===== config.mk =====
export PLATFORM = sky130hd
export DESIGN_NAME = tl_cycle_counter
export DESIGN_NICKNAME = d
export VERILOG_FILES = /design/src/rtl/tl_cycle_counter.sv
export SDC_FILE = /design/constraint.sdc
export NUM_CORES = 1
export LEC_CHECK = 0
export CAP_MARGIN = 20
export CORE_AREA = 2 2 42 44
export DETAILED_ROUTE_END_ITERATION = 10
export DIE_AREA = 0 0 44 46
export PLACE_DENSITY = 0.74
export SYNTH_ARGS = -nofsm -noshare
export SYNTH_HDL_FRONTEND = slang
export SYNTH_SLANG_ARGS = --single-unit

===== constraint.sdc =====
create_clock -name clk -period 2 [get_ports clk]
set_clock_uncertainty 0.1 [all_clocks]
set_input_delay 0.3 -clock clk [delete_from_list [all_inputs] [get_ports clk]]
set_output_delay 0.3 -clock clk [all_outputs]
set_load 0.02 [all_outputs]

===== src/rtl/tl_cycle_counter.sv =====
// Traffic-light cycle position counter with a synchronized, debounced pedestrian
// request that switches the next cycle to the longer pedestrian length.
module tl_cycle_counter #(
  parameter int NORM_LEN  = 30,
  parameter int PED_LEN   = 34,
  parameter int DB_CYCLES = 4
) (
  input  logic       clk,
  input  logic       rst,
  input  logic       tick,
  input  logic       ped_btn,
  output logic [5:0] counter,
  output logic       ped,
  output logic       ped_pending,
  output logic       cycle_start
);

  // Legal ranges: NORM_LEN and PED_LEN in 2..64, DB_CYCLES >= 1.
  localparam int RUN_W = (DB_CYCLES > 1) ? $clog2(DB_CYCLES) : 1;
  localparam logic [RUN_W-1:0] RUN_MAX  = RUN_W'(DB_CYCLES - 1);
  localparam logic [5:0]       NORM_LST = 6'(NORM_LEN - 1);
  localparam logic [5:0]       PED_LST  = 6'(PED_LEN - 1);

  logic             s1;
  logic             s2;
  logic             btn_db;
  logic [RUN_W-1:0] run_cnt;

  logic [5:0] last;
  logic       wrap;
  logic       db_flip;
  logic       press;

  always_comb begin
    last    = ped ? PED_LST : NORM_LST;
    // Anything at or beyond last wraps, so a corrupted count recovers on the next tick.
    wrap    = tick && (counter >= last);
    db_flip = (s2 != btn_db) && (run_cnt == RUN_MAX);
    press   = db_flip && s2;
  end

  always_ff @(posedge clk or posedge rst) begin
    if (rst) begin
      s1      <= 1'b0;
      s2      <= 1'b0;
      btn_db  <= 1'b0;
      run_cnt <= '0;
    end else begin
      s1 <= ped_btn;
      s2 <= s1;
      if (s2 != btn_db) begin
        if (db_flip) begin
          btn_db  <= s2;
          run_cnt <= '0;
        end else begin
          run_cnt <= run_cnt + RUN_W'(1);
        end
      end else begin
        run_cnt <= '0;
      end
    end
  end

  // A press landing on the wrap edge goes straight into ped for the new cycle.
  always_ff @(posedge clk or posedge rst) begin
    if (rst) begin
      counter     <= '0;
      ped         <= 1'b0;
      ped_pending <= 1'b0;
      cycle_start <= 1'b0;
    end else begin
      cycle_start <= wrap;
      if (wrap) begin
        counter     <= '0;
        ped         <= ped_pending | press;
        ped_pending <= 1'b0;
      end else begin
        if (tick) counter <= counter + 6'd1;
        ped_pending <= ped_pending | press;
      end
    end
  end

endmodule


==> impl_metrics.json, run 1 <==
{
  "status": "completed",
  "drt_iter0_drc": 7,
  "dpl.hpwl_um": 982,
  "post_cts_buffers": 0,
  "drc": 0,
  "yosysWarningCount": 0,
  "worstHoldPathCells": 0,
  "wl_per_cell_um": 12.1,
  "swShare": 0.417,
  "reg2reg_depth": 5,
  "worst_slack_ns": 0.168,
  "seqPwrFrac": 0.339,
  "netlist_instances": 70,
  "hold_viol_final": 0,
  "root_buffer": "clkbuf_4",
  "synth_flop_cell": "dfrtp_1",
  "ctsHoldBuffers": 0,
  "gr-total-overflow": 0,
  "layout.nets": 99,
  "dr.pass1.iters": 3,
  "fin_crit_sh": 0.916,
  "cts_resized": 0,
  "crit_path_max_fanout": 6,
  "rsz0062_at_grt": "no",
  "power_leakage_nw": 0.427,
  "synth_cell_types": 31,
  "pwr-share-clk": 0.098,
  "wl_met3_um": 63,
  "top_layer": "met3",
  "fp-row-count": 15,
  "die_w_um": 44,
  "wl_met2_um": 557,
  "path_clk_slew_ns": 0.07,
  "wl_mm": 1.24,
  "slew_viol_final": 0,
  "grt_max_degree": 15,
  "p_int_uw": 863,
  "endpoint_kind": "register",
  "cp_data_arrival_time_ns": 1.89,
  "period_needed_ns": 1.83,
  "via_count": 538,
  "p_comb_frac": 0.563,
  "ant_nets": 0,
  "die_h_um": 46,
  "crit_required_ns": 2.06,
  "p_total_mw": 1.48,
  "fillers": 147,
  "critPathLaunchType": "register",
  "antenna_found_initial": 0,
  "cts_inserted_buffers": 3,
  "dp_worst_setup_slack_ns": 0.178,
  "clkSinkCount": 14,
  "place.gp.congestion": 0.794,
  "worst_pin_slew_ns": 0.521,
  "vias_per_cell": 5.27,
  "diodes": 0,
  "synth_area_per_cell_sq_um": 10.8,
  "clock_latency_ns": 0.27,
  "grt_pass1_vias": 496,
  "synth_edf_count": 0,
  "start_util": 0.467,
  "critical_path_class": "register to register",
  "hp-class": "register to register",
  "num_io_pins": 13,
  "setup_viol": 0,
  "ys_seq_area_frac": 0.465,
  "synthesis.nets": 82,
  "clock.fmax_mhz": 546,
  "slew_headroom": 0.652,
  "synth_area_sq_um": 753,
  "dieArea_sq_um": 2020,
  "routedLengthMet1_um": 615,
  "tns_ns": 0,
  "area_delta_synth_final_pct": 22.1,
  "hold_ws_ns": 0.250,
  "synthArstFlopShare": 1.00,
  "core-area_sq_um": 1610,
  "ys_seq_elements": 14,
  "powerDensity_nw_per_um2": 1610,
  "ir_worst_vdd_mv": 0.678,
  "h-tree-depth": 1,
  "cts_tree": "done",
  "io_buffers": 12,
  "p_switching_uw": 618,
  "cap_violations": 0,
  "grtUsageTotal": 0.149,
  "drive_gt1_frac": 0.106,
  "grt_pass1_wl_mm": 2.11,
  "clockBufferDepth": 2
}
power groups by stage:
stage	logic (mW)	registers [mW]	clock network, mW
floorplan	0.486	0.579	0
global placement	0.825	0.503	0
detailed placement	0.838	0.508	0
CTS	0.843	0.503	0.155
global route	0.938	0.517	0.171
finish	0.833	0.502	0.145
area by class of cell:
type                       instances  area (sq um)  area share
tap                               17          21.3      0.0231
timing repair buffer              13           128       0.139
inverter                           7          26.3      0.0286
sequential                        14           350       0.381
clock buffer                       3          22.5      0.0245
multi-input combinational         48           372       0.404
routing by layer:
metal,global-route usage,vias up
met4,0.0182,0
met1,0.189,251
met5,0,-
met2,0.238,12
met3,0.0714,0
li1,-,275
registers in the layout, summed over array words and instances, names as in the netlist:
name         cells
ped              1
s1               1
ped_pending      1
counter          6
cycle_start      1
run_cnt          2
s2               1
btn_db           1
cells in the mapped netlist, types with 2 or more instances:
cell | number | share of area
o21ai_0 | 3 | 0.020
nand3_1 | 2 | 0.013
nor2_1 | 4 | 0.020
nand2b_1 | 2 | 0.017
dfrtp_1 | 14 | 0.47
o22ai_1 | 2 | 0.017
nand2_1 | 4 | 0.020
ha_1 | 8 | 0.13
inv_1 | 7 | 0.035
xor2_1 | 2 | 0.023
o211ai_1 | 2 | 0.020
worst paths after layout:
check / start / slack, ns / end
worst max-delay path: ped / 0.17 / ped
worst min-delay path: s1 / 0.25 / s2
worst max register to register: ped / 0.17 / ped
worst min register to register: s1 / 0.25 / s2
max in group asynchronous: rst / 1.19 / counter[2]
min in group asynchronous: rst / 0.26 / run_cnt[1]
cells in the final DEF (no fill, tap or decap), types with 2 or more instances in the layout:
master	count
dfrtp_1	14
nand2b_1	2
inv_1	7
nor2_1	4
nand2_1	4
clkbuf_4	3
nand3_1	2
o21ai_0	3
o22ai_1	2
o211ai_1	2
clkdlybuf4s50_1	12
xor2_1	2
ha_1	8
cells by family (layout without fill, tap and decap cells):
family,count (synthesis),after routing,synth area share
AND/OR/NAND/NOR,19,19,0.131
AO/OA/AOI/OAI,16,16,0.161
flip-flops,14,14,0.465
adder cells (fa/ha/maj),8,8,0.133
buffers and inverters,8,23,0.0415
XOR/XNOR,3,3,0.0349
multiplexers,2,2,0.0332
critical path, stage by stage (launching register included):
cell and delay, ns:
dfrtp_1 0.45, ha_1 0.34, a21o_1 0.17, a31oi_2 0.21, o21ai_2 0.14, mux2_4 0.30
through the flow:
stage,instances,util,cell area [sq um]
after detailed placement,99,0.556,897
after floorplan,70,-,753
after global routing,102,0.570,920
after CTS,102,0.570,920
after global placement,99,0.556,897
final,102,0.570,920
Power figures use the tool's default switching activity.
==> run 2: changes to the inputs <==
Settings changed: ABC_AREA from default to 1, CORE_AREA 2 2 42 44 to 2 2 40 49, DIE_AREA 0 0 44 46 to 0 0 42 51, HOLD_SLACK_MARGIN from default to 0.02, PLACE_DENSITY 0.74 to 0.73.
==> impl_metrics.json, run 2 <==
{
  "status": "completed",
  "largest_register": "counter",
  "grtUsageTotal": 0.149,
  "synth_edf_count": 0,
  "synth_flop_cell": "dfrtp_1",
  "worst_pin_slew_ns": 0.525,
  "cap_violations": 0,
  "num_io_pins": 13,
  "period_needed_ns": 1.82,
  "reg_top3": "counter (6), run_cnt (2)",
  "die_h_um": 51,
  "h-tree-depth": 1,
  "synthesis.nets": 105,
  "tns_ns": 0,
  "antenna_found_initial": 0,
  "largest_reg_flops": 6,
  "final_util": 0.565,
  "clock_latency_ns": 0.28,
  "ctsHoldBuffers": 0,
  "synth_area_sq_um": 801,
  "slew_viol_final": 0,
  "grt_pass1_vias": 622,
  "clkSinkCount": 14,
  "synthArstFlopShare": 1.00,
  "cp_data_arrival_time_ns": 1.42,
  "hold_ws_ns": 0.258,
  "cts_tree": "done",
  "grt_pass1_wl_mm": 2.44,
  "p_total_mw": 1.63,
  "layout.nets": 121,
  "design_area_sq_um": 973,
  "area_delta_synth_final_pct": 21.6,
  "dp_worst_setup_slack_ns": 0.318,
  "via_count": 596,
  "slew_headroom": 0.650,
  "critical_path_class": "register to output port",
  "crit_required_ns": 1.60,
  "die_w_um": 42,
  "placed_area_sq_um": 937,
  "worst_slack_ns": 0.183,
  "wl_mm": 1.29,
  "dp_cells": 123,
  "dr.pass1.iters": 3,
  "layout_commonest_cell": "nand2_1",
  "powerDensity_nw_per_um2": 1670,
  "start_util": 0.465,
  "diodes": 0,
  "hold_viol_final": 0,
  "rsz0062_at_grt": "no",
  "critPathLaunchType": "register",
  "path_clk_slew_ns": 0.08,
  "grt_max_degree": 15,
  "drc": 0,
  "synth_cell_types": 19,
  "fin_crit_sh": 0.908,
  "path_cells": "clkdlybuf4s50_1",
  "io_buffers": 12,
  "core-area_sq_um": 1720,
  "crit_path_max_fanout": 6,
  "dpl.hpwl_mm": 1.04,
  "critPathTopFamily": "buffers and inverters",
  "clock.fmax_mhz": 550,
  "fp-row-count": 17,
  "yosysMostFrequentCell": "nand2_1",
  "yosysWarningCount": 0,
  "netlist_instances": 93,
  "endpoint_kind": "output port",
  "final_cell_mix": "nand2_1 (21), inv_1 (17), dfrtp_1 (14), clkdlybuf4s50_1 (12), ha_1 (8)",
  "cts_inserted_buffers": 3,
  "root_buffer": "clkbuf_4",
  "ant_nets": 0,
  "post_cts_buffers": 0,
  "ys_seq_elements": 14,
  "hp-class": "input port to async pin",
  "synth_top_area_share": 0.438,
  "dieArea_sq_um": 2140,
  "cpMaxStageDelayCell": "clkdlybuf4s50_1",
  "setup_viol": 0,
  "cp_num_buf_inv": 1,
  "ir_worst_vdd_mv": 0.971,
  "synth_area_leader_cell": "dfrtp_1",
  "synth_area_per_cell_sq_um": 8.61,
  "ys_top_cells_by_count": "nand2_1 (21), inv_1 (17), dfrtp_1 (14)",
  "gr-total-overflow": 0,
  "fillers": 159,
  "place.gp.congestion": 0.794,
  "cts_resized": 0,
  "vias_per_cell": 4.69,
  "cpPeakStageDelay_ns": 0.65,
  "clockBufferDepth": 2,
  "stdcell_count": 127,
  "drive_gt1_frac": 0.148,
  "synth_area_leaders": "dfrtp_1 (44%), ha_1 (13%), nand2_1 (9.8%), inv_1 (8.0%), nand3_1 (3.8%)",
  "power_leakage_nw": 0.502,
  "drt_iter0_drc": 7,
  "ys_seq_area_frac": 0.438,
  "wl_per_cell_um": 10.1
}
run 2: kinds of logic after synthesis:
group	count (synthesis)	share of synthesized area
buffers and inverters	19	0.0937
AND/OR/NAND/NOR	46	0.287
flip-flops	14	0.438
XOR/XNOR	4	0.0438
AO/OA/AOI/OAI	2	0.0125
adder cells (fa/ha/maj)	8	0.125
run 2: final cells by class:
class                      count  area (sq um)  share of cell area
sequential                    14           350               0.360
timing repair buffer          12           120               0.123
inverter                      18          67.6              0.0694
multi-input combinational     60           375               0.386
clock buffer                   4          36.3              0.0373
tap                           19          23.8              0.0244
run 2: power by group:
group | switching (mW) | leakage (nW) | internal (mW) | total [mW]
Combinational | 0.513 | 0.307 | 0.385 | 0.898
Sequential | 0.129 | 0.175 | 0.400 | 0.529
Clock | 0.0879 | 0.0210 | 0.111 | 0.199
run 2: final timing paths:
kind | startpoint | endpoint | slack (ns) | cells after the start
setup / recovery | counter[0] | counter[0] | 0.18 | 1
hold / removal | rst | ped | 0.26 | 2
setup reg to reg | ped | counter[5] | 0.42 | 9
hold reg to reg | s1 | s2 | 0.28 | 0
max in group asynchronous | rst | run_cnt[0] | 1.20 | 2
min in group clk | s1 | s2 | 0.28 | 0
run 2: per-layer routing:
metal,GRT usage,part of all wire,vias up
li1,-,-,311
met1,0.167,0.43,272
met2,0.268,0.51,9
met3,0.0141,0.027,4
met4,0.0968,0.023,0
met5,0,0,-
